<file path="config.mk">
export PLATFORM = sky130hd
export DESIGN_NAME = hazard_forwarding_unit
export DESIGN_NICKNAME = d
export VERILOG_FILES = /design/src/rtl/hazard_forwarding_unit_pkg.sv /design/src/rtl/hazard_shadow_stage.sv /design/src/rtl/hazard_forwarding_unit.sv
export SDC_FILE = /design/constraint.sdc
export NUM_CORES = 1
export LEC_CHECK = 0
export ABC_AREA = 1
export CAP_MARGIN = 30
export CORE_ASPECT_RATIO = 0.7
export CORE_MARGIN = 4
export CORE_UTILIZATION = 25
export DETAILED_ROUTE_END_ITERATION = 16
export SETUP_SLACK_MARGIN = 0.02
export SLEW_MARGIN = 20
export SYNTH_ARGS = -nofsm -noshare
export SYNTH_HDL_FRONTEND = slang
export SYNTH_HIERARCHICAL = 1
export SYNTH_SLANG_ARGS = --single-unit
</file>
<file path="constraint.sdc">
create_clock -name clock -period 4.8 [get_ports clock]
set_clock_uncertainty 0.15 [all_clocks]
set_input_delay 0.48 -clock clock [delete_from_list [all_inputs] [get_ports clock]]
set_output_delay 0.48 -clock clock [all_outputs]
set_load 0.05 [all_outputs]
</file>
<file path="src/rtl/hazard_forwarding_unit_pkg.sv">
// rtl/hazard_forwarding_unit_pkg.sv - shared constants for the hazard/forwarding unit
package hazard_forwarding_unit_pkg;

  localparam int STG_IDEX  = 1;
  localparam int STG_EXMEM = 2;
  localparam int STG_MEMWB = 3;

  // Bit position of the register-file choice inside each operand's one-hot group
  localparam int FWD_REGFILE = 0;

  // Shadow entry layout: {valid, dst[ADDR_W-1:0], we, is_load}
  localparam int ENT_LOAD = 0;
  localparam int ENT_WE   = 1;
  localparam int ENT_DST  = 2;

  function automatic int ent_w(input int addr_w);
    return addr_w + 3;
  endfunction

endpackage

</file>
<file path="src/rtl/hazard_shadow_stage.sv">
// rtl/hazard_shadow_stage.sv - one shadow pipeline entry with per-operand tag match
module hazard_shadow_stage
  import hazard_forwarding_unit_pkg::*;
#(
  parameter int ADDR_W   = 5,
  parameter int OPS      = 2,
  parameter int ZERO_REG = 1
) (
  input  logic                       clock,
  input  logic                       reset_n,
  input  logic                       shift,
  input  logic                       clear,
  input  logic [ent_w(ADDR_W)-1:0]   d,
  input  logic [OPS*ADDR_W-1:0]      src_addr,
  input  logic [OPS-1:0]             src_used,
  output logic [ent_w(ADDR_W)-1:0]   q,
  output logic [OPS-1:0]             match
);

  localparam int EW = ent_w(ADDR_W);

  always_ff @(posedge clock or negedge reset_n) begin
    if (!reset_n) begin
      q <= '0;
    end else if (clear) begin
      q <= '0;
    end else if (shift) begin
      q <= d;
    end
  end

  always_comb begin
    match = '0;
    for (int i = 0; i < OPS; i++) begin
      match[i] = q[EW-1] & q[ENT_WE] & src_used[i]
               & (q[ENT_DST +: ADDR_W] == src_addr[i*ADDR_W +: ADDR_W])
               & !((ZERO_REG != 0) && (src_addr[i*ADDR_W +: ADDR_W] == '0));
    end
  end

endmodule

</file>
<file path="src/rtl/hazard_forwarding_unit.sv">
// rtl/hazard_forwarding_unit.sv - decode-stage hazard detection and operand forwarding
module hazard_forwarding_unit
  import hazard_forwarding_unit_pkg::*;
#(
  parameter int ADDR_W     = 5,
  parameter int STAGES     = STG_MEMWB,
  parameter int OPS        = 2,
  parameter int LOAD_READY = STG_MEMWB,
  parameter int ZERO_REG   = 1,
  parameter int CNT_W      = 16
) (
  input  logic                       clock,
  input  logic                       reset_n,
  input  logic                       advance,
  input  logic                       flush,
  input  logic                       dec_valid,
  input  logic [OPS*ADDR_W-1:0]      dec_src_addr,
  input  logic [OPS-1:0]             dec_src_used,
  input  logic [ADDR_W-1:0]          dec_dst_addr,
  input  logic                       dec_dst_we,
  input  logic                       dec_is_load,
  output logic [OPS*(STAGES+1)-1:0]  fwd_sel,
  output logic                       stall_req,
  output logic [CNT_W-1:0]           stall_count
);

  localparam int EW    = ent_w(ADDR_W);
  localparam int SEL_W = STAGES + 1;

  // Index 0 is the decode slot itself, feeding entry 1
  logic [EW-1:0]  ent   [STAGES+1];
  logic [OPS-1:0] match [STAGES+1];

  assign ent[0]   = {dec_valid, dec_dst_addr, dec_dst_we, dec_is_load};
  assign match[0] = '0;

  for (genvar k = STG_IDEX; k <= STAGES; k++) begin : g_stage
    // A flush squashes decode (entry 1 load) and the instruction leaving entry 1
    logic clr;
    if (k == STG_IDEX) begin : g_clr_idex
      assign clr = flush | (advance & stall_req);
    end else if (k == STG_EXMEM) begin : g_clr_exmem
      assign clr = flush & advance;
    end else begin : g_clr_none
      assign clr = 1'b0;
    end

    hazard_shadow_stage #(
      .ADDR_W   (ADDR_W),
      .OPS      (OPS),
      .ZERO_REG (ZERO_REG)
    ) u_stage (
      .clock    (clock),
      .reset_n  (reset_n),
      .shift    (advance),
      .clear    (clr),
      .d        (ent[k-1]),
      .src_addr (dec_src_addr),
      .src_used (dec_src_used),
      .q        (ent[k]),
      .match    (match[k])
    );
  end

  always_comb begin
    int youngest;
    fwd_sel   = '0;
    stall_req = 1'b0;
    for (int i = 0; i < OPS; i++) begin
      youngest = FWD_REGFILE;
      for (int k = STAGES; k >= STG_IDEX; k--) begin
        if (match[k][i]) youngest = k;
      end
      if (!dec_valid) youngest = FWD_REGFILE;
      fwd_sel[i*SEL_W + youngest] = 1'b1;
      if (youngest != FWD_REGFILE && youngest < LOAD_READY && ent[youngest][ENT_LOAD]) begin
        stall_req = 1'b1;
      end
    end
  end

  always_ff @(posedge clock or negedge reset_n) begin
    if (!reset_n) begin
      stall_count <= '0;
    end else if (stall_req && advance && !(&stall_count)) begin
      stall_count <= stall_count + CNT_W'(1);
    end
  end

endmodule

</file>
# --- Word level (Yosys, flattened, before mapping) ---
# Cells that the tools add are included.
word_totals:
  reg_bits: 40
op_classes:
  addsub: 2
  order_cmp: 8
  n_eq_ne: 6
  n_mux: 24
  bitwise_logic: 27
  n_reduce_logical: 18
op_table:
  columns: ["operator", "n"]
  rows:
  - ["32-bit two-way mux", 6]
  - ["32-bit by 1-bit greater-or-equal comparator with 1-bit output (second input constant)", 2]
  - ["32-bit by 3-bit greater-or-equal comparator with 1-bit output (second input constant)", 2]
  - ["32-bit by 3-bit < comparator with 1-bit output (second input constant)", 2]
  - ["32-bit by 5-bit < comparator with 1-bit output (second input constant)", 2]
  - ["32-bit inverter", 2]
  - ["32-bit nonzero test", 2]
  - ["4-bit by 32-bit adder with 32-bit output (first input constant)", 1]
  - ["8-bit binary-select mux with 2-bit select", 2]
  - ["8-bit two-way mux", 4]
  - ["5-bit == test", 6]
  - ["1-bit bitwise AND", 23]
  - ["16-bit by 1-bit adder with 16-bit output (second input constant)", 1]
  - ["16-bit AND reduction", 1]
  - ["5-bit logical NOT", 2]
  - ["1-bit logical AND", 8]
  - ["1-bit two-way mux", 8]
  - ["8-bit bitwise OR", 1]
  - ["1-bit demux with 3-bit select", 2]
  - ["2-bit two-way mux", 2]
  - ["2-bit nonzero test", 2]
  - ["1-bit logical NOT", 3]
  - ["1-bit bitwise OR", 1]

# --- Longest topological paths before layout ---
depth:
  depth_word: 18
  ltp_mapped: 19
  ltp_nobuf: 18

# --- Cells and area by module ---
# The synthesis kept the hierarchy.
modules_own_cells:
  columns: ["module", "instances", "cells_per_inst", "area_per_inst_um2"]
  rows:
  - ["hazard_forwarding_unit", 1, 183, 1358.8]
  - ["hazard_shadow_stage at g_stage[2].u_stage ...", 2, 91, 588.1]
  - ["hazard_shadow_stage at g_stage[1].u_stage", 1, 90, 584.3]

# --- Worst setup path before layout ---
# No wires, ideal clock.
synth_timing:
  kind: "input-to-reg"
  startpoint: "input dec_src_addr[8]"
  endpoint: "register g_stage[1].u_stage.q[4]"
  setup_time_ns: 0.074
  t_arrival_ns: 2.416
  required_time_ns: 4.576
  setup_slack_ns: 2.160
  stages: 18
  path_buffers: 2
  cell_sequence: "inv_1 nand2_1 nand2_1 nor2_1 nand3_1 nor2_1 inv_1 nand2_1 nand2_1 inv_1 ha_1 nand3_2 nand2_4 buf_6 a21o_1 or2_1 buf_6 o21ai_2"
synth_lines:
  columns: ["item", "line", "rtl"]
  rows:
  - ["from (decl)", "hazard_forwarding_unit.sv:17", "input logic [OPS*ADDR_W-1:0] dec_src_addr,"]
  - ["to (signal assigned)", "hazard_shadow_stage.sv:24", "q <= '0;"]
  - ["to (signal assigned)", "hazard_shadow_stage.sv:26", "q <= '0;"]
  - ["to (signal assigned)", "hazard_shadow_stage.sv:28", "q <= d;"]
  - ["to (decl)", "hazard_shadow_stage.sv:16", "output logic [ent_w(ADDR_W)-1:0] q,"]

==> results.toml <==
[routing]
vias = 2980
dr.pass1.iters = 7
wl_per_cell_um = 13.71
drtAntennaViolNets = 0
wl_um = 9065
vias_per_cell = 4.508
drc_errors = 0
drt_iter0_drc = 219

[clock_network]
cts.sinks = 40
postCtsSetupBuffers = 0
cts_hold_buf = 0
clk_path_buf_depth = 2
cts-root-buf = "clkbuf_16"
path_clk_slew_ps = 60
cts_made_buffers = 5
cts_tree = "done"
clock_latency_ps = 280
cts_resized = 0
htreeDepth = 2

[setup_path]
reg2regPathDepth = 16
r2r-end = "g_stage[1].u_stage/q[2]"
crit_chain = "clkdlybuf4s50_1, inv_1, nand2_1, nand2_1, nor2_1, nand3_1, nor2_1, nand2_1, nand2_1, nand2_1, inv_1, ha_1, nand3_2, nand2_4, clkdlybuf4s50_1"
cpMaxStageDelayCell = "clkdlybuf4s50_1"
worstPathArrival_ps = 3620
crit_family = "buffers and inverters"
cp_max_fo = 22
rr_startpoint = "g_stage[3].u_stage/q[2]"
crit_buf_inv = 4
endpoint_kind = "output port"
worst-r2r-setup-slack_ps = 1670
cp_common_cell = "nand2_1"
criticalPathCategory = "in2out"
crit_path_start_kind = "input pin"
required_ps = 4170
critical_path.max_stage_delay_ps = 860

[synth]
synth-main-ff-cell = "dfrtp_1"
synth_cell_types = 26
ys_ff_latch = 40
synthCells = 455
yosys_warnings = 6
synth_area_um2 = 3119
ys_async_sr_fraction = 1.000
netlist.area_leader.share = 0.3209
synth_area_per_cell_um2 = 6.855
synth-seq-area-share = 0.3209
ys_top_cells_by_area = "dfrtp_1 (32%), nand2_1 (16%), nand3_1 (9.3%)"
synth_area_leader_cell = "dfrtp_1"
synth_edf_count = 0

[global_routing]
grt_pass1_wl_um = 14920
grt_antenna_before_repair = 0
grt_usage = 0.1281
gr-total-overflow = 0
grt_max_degree = 41
grt_pass1_vias = 2809

[timing]
setup_ws_ps = 550.6
slew_viol_final = 0
period_share = 0.8853
final.setup.tns_ps = 0
fmax_ghz = 0.2353
hold_violations = 0
fin_crit_ps = 4249
tightestPinTransition_ps = 970.0
setup_violations = 0
rsz0062_at_grt = "no"
relSlewSlack = 0.3513

[floorplanning]
dieArea_um2 = 14360
ioPinCount = 49
die_w_um = 141.5
core_area_um2 = 11930
core.rowCount = 33
die_y_um = 101.5
start_util = 0.2614

[placement]
io_buffers = 48
pre_cts_slack_ps = 589.2
gp_routability_congestion = 0.9006
hpwl_um = 6969

[layout]
final_cell_mix = "nand2_1 (130), inv_1 (76), nand3_1 (58)"
drive_above_1_share = 0.1032
nFillCells = 1257
final_common_cell = "nand2_1"
fin_nets = 534
syn_to_final_growth_pct = 23.91
antennaDiodeCount = 0

[min_path]
hold_depth = 2
hold_path_class = "reg2reg"
hold-path-endpoint = "stall_count[10]"
hp-start = "stall_count[10]"

[run]
cap_violations = 0

[outcome]
status = "complete, no violations"

[power]
vdd_ir_drop_max_uv = 134.0
power_density_nw_per_um2 = 222.1
p_leak_nw = 1.889
## stage by stage
stage	hold WS [ps]	utilization	instance area [um2]	power, W	instances
finish	382.9	0.3239	3865	0.0008585	661
global route	428.8	0.3239	3865	0.0008975	661
CTS	219.0	0.3214	3835	0.0008604	659
detailed placement	370.3	0.3073	3667	0.0004782	651
global placement	356.0	0.3073	3667	0.0004775	651
floorplan	34.41	-	3123	0.0004306	456
## registers in the layout (all words and copies together) (netlist names)
register	cells
stall_count	16
g_stage.u_stage/q	24
## worst min-delay path, cell delays in order, from the launching register on
cell     delay (ps)
dfrtp_1         390
nand2_1          60
nand2_1          50
## report_power, final
part / internal [W] / leakage, nW / switching (W)
logic: 0.0000444 / 1.26 / 0.0000724
registers: 0.000347 / 0.550 / 0.0000130
clock network: 0.000244 / 0.0798 / 0.000138
total: 0.000635 / 1.89 / 0.000223
## cell type report
| cell class | count | area, um2 | area share |
|---|---|---|---|
| timing repair buffer | 52 | 520.5 | 0.1347 |
| tap | 157 | 196.4 | 0.05083 |
| inverter | 79 | 296.5 | 0.07672 |
| clock buffer | 5 | 125.1 | 0.03237 |
| sequential | 40 | 1001 | 0.2590 |
| clock inverter | 3 | 42.54 | 0.01101 |
| multi-input combinational | 325 | 1683 | 0.4354 |
## routing by layer
metal | global-route usage | vias to the layer above | share of wire
li1 | - | 1512 | -
met5 | 0 | - | 0
met1 | 0.1866 | 1367 | 0.49
met3 | 0.03256 | 4 | 0.064
met4 | 0.02507 | 0 | 0.0078
met2 | 0.1932 | 97 | 0.44
## worst max-delay path by stage
stage,startpoint,end,slack (ps),cells past startpoint
floorplan,dec_src_addr[8],g_stage[1].u_stage/q[4],2160,18
global placement,dec_src_addr[3],stall_req,620,16
detailed placement,dec_src_addr[2],stall_req,590,16
CTS,dec_src_addr[2],stall_req,570,16
global route,dec_src_addr[2],stall_req,300,16
finish,dec_src_addr[2],stall_req,550,15
## Yosys cell counts, types with 5 or more instances
cell type,number
a21oi_1,6
nand2_1,130
xor2_1,5
dfrtp_1,40
inv_1,76
nand4_1,16
o21ai_2,24
nand3_1,58
nand2_2,5
buf_6,9
xnor2_1,6
nor2_1,51
ha_1,7
## cell families after synthesis
family,share of synthesized area
buffers and inverters,0.1408
other,0.001202
AO/OA/AOI/OAI,0.07942
adder cells (fa/ha/maj),0.02808
AND/OR/NAND/NOR,0.3987
XOR/XNOR,0.03089
flip-flops,0.3209
Note: power is estimated with default switching activity, not from simulation.
==> variant (same flow settings) <==
The package constant `STG_MEMWB` goes from 3 to 2.
--- a/src/rtl/hazard_forwarding_unit_pkg.sv
+++ b/src/rtl/hazard_forwarding_unit_pkg.sv
@@ -5,3 +5,3 @@
   localparam int STG_EXMEM = 2;
-  localparam int STG_MEMWB = 3;
+  localparam int STG_MEMWB = 2;
 
Ports: changed (resized fwd_sel); port bits go from 49 to 47. The function was not compared with the original's and may differ.
==> variant against the unedited design <==
  * Wire length decreased by 33%
  * Power decreased by 25%
  * Sequential share of layout area increased by 0.86 points
  * Cell area decreased by 25%
  * Critical path depth decreased by 3
  * Count of clock-buffer cells in the layout increased by 1
  * Utilization increased by 1.4 points
  * Via count decreased by 26%
  * Worst setup slack improved by 0.84 ns
  * Synthesized area decreased by 28%
  * Global-route usage decreased by 0.83 points
  * Sequential cell count decreased by 9
  * Highest routed layer unchanged
==> variant: results (changes against the unedited design) <==
----------------------------------------------------
[Outcome]
  Outcome ... finished, final reports clean (unchanged)

[Setup path]
  Maximum net fanout on the critical path ... 4 (was 22)
  Worst endpoint data arrival time ... 2.78 ns (was 3.62 ns)
  Slack of the worst reg-to-reg path ... 2.03 ns (was 1.67 ns)
  Launching point of the worst reg2reg path ... stall_count[0]$_DFFE_PN0P_ (was g_stage[3].u_stage/q[2]$_DFFE_PN0P_)
  Launching instance or port of the critical path ... dec_src_addr[8] (was dec_src_addr[2])
  Number of cells on the worst reg-to-reg path ... 8 (was 16)
  End point of the critical path ... fwd_sel[3] (was stall_req)
  Terminus of the critical flop-to-flop path ... stall_count[15]$_DFFE_PN0P_ (was g_stage[1].u_stage/q[2]$_DFFE_PN0P_)

[Placed design]
  Count of input and output buffers ... 46 (was 48)
  GPL Wtd Cong ... 0.828 (was 0.901)
  Area after detailed placement ... 2770 sq um (was 3670 sq um)
  Count of placed standard cells including taps ... 505 (was 651)
  DP HPWL ... 4750 um (was 6970 um)

[GRT]
  Vias in the first global route ... 2009 (was 2809)
  Global-route wire length before repair ... 10100 um (was 14900 um)
  Number of antenna violations at the first check in global routing ... 0 (unchanged)
  Global router's overall resource usage ... 12.0% (was 12.8%)
  Pin count of the biggest net entering global routing ... 32 (was 41)

[Clock tree]
  Root Buffer Master ... clkbuf_16 (unchanged)
  Setup Buffers After CTS ... 0 (unchanged)
  Number of buffers created by CTS ... 5 (unchanged)
  Number of H-tree branching levels ... 2 (unchanged)

[Route]
  Aggregate routed wire length ... 6070 um (was 9070 um)
  Iteration-0 DRC Markers ... 94 (was 219)
  Iteration count of the initial detailed-routing pass ... 5 (was 7)
  Post-detailed-route wirelength per cell ... 11.9 um (was 13.7 um)
  Vias per inst ... 4.32 (was 4.51)

[Pwr]
  Switching share of power ... 24.0% (was 26.0%)
  Leakage power of the design ... 1.38 nW (was 1.89 nW)
  Peak VDD IR ... 0.104 mV (was 0.134 mV)

[STA]
  Slew of the pin with the lowest slew margin ... 0.835 ns (was 0.970 ns)

[Hold path]
  Min-Delay Path Depth ... 2 (unchanged)
  Worst Hold Launch ... g_stage[1].u_stage/q[0]$_DFFE_PN0P_ (was stall_count[10]$_DFFE_PN0P_)
  Endpoint, Worst Hold ... g_stage[1].u_stage/q[0]$_DFFE_PN0P_ (was stall_count[10]$_DFFE_PN0P_)

[Synth]
  Ys Warns ... 6 (unchanged)
  Post-Syn Instances ... 346 (was 455)

[Finish]
  Fraction of final layout cells with drive strength greater than 1 ... 6.65% (was 10.3%)
  Largest registers ranked by flip-flop count ... stall_count: 16 flops, g_stage.u_stage/q: 15 flops (was g_stage.u_stage/q: 24 flops, stall_count: 16 flops)
  Fin nets ... 418 (was 534)

----------------------------------------------------
-- variant: power by group through the flow --
stage          Combinational, mW  Clock, mW  Sequential [mW]
4_1_cts                   0.0803      0.291            0.277
5_1_grt                   0.0906      0.301            0.278
3_5_place_dp              0.0796          0            0.281
6_report                  0.0802      0.287            0.277
2_1_floorplan             0.0455          0            0.279
3_3_place_gp              0.0786          0            0.281
-- variant: metal layers --
layer / vias to the layer above / part of all wire (%) / GRT usage [%]
met5: - / 0 / 0
met4: 0 / 1.5 / 4.17
li1: 1152 / - / -
met3: 6 / 5.5 / 2.99
met2: 61 / 38 / 16.0
met1: 986 / 55 / 18.4
-- variant: layout make-up --
| type | instances | area (sq um) |
|---|---|---|
| flip-flops and latches | 31 | 776 |
| inverters | 53 | 199 |
| repair buffers | 47 | 468 |
| fillers | 923 | 5680 |
| multi-input cells | 254 | 1180 |
| clock buffers | 6 | 129 |
| well taps | 120 | 150 |
-- variant: stage by stage --
stage	setup slack [ns]	hold slack [ns]	utilization (%)
final	1.39	0.380	33.8
after floorplan	2.02	0.0344	-
after global placement	1.46	0.370	32.3
after global routing	1.19	0.423	33.8
after CTS	1.41	0.381	33.8
after detailed placement	1.42	0.371	32.3
-- variant: worst max-delay path, cell delays in order --
cell	delay, ns
clkdlybuf4s50_1	0.58
inv_1	0.07
nand2_1	0.06
nand2_1	0.05
nor2_1	0.08
nand3_1	0.07
nor2_1	0.19
nand2_1	0.08
nor2_1	0.17
inv_1	0.07
ha_1	0.19
clkdlybuf4s50_1	0.70
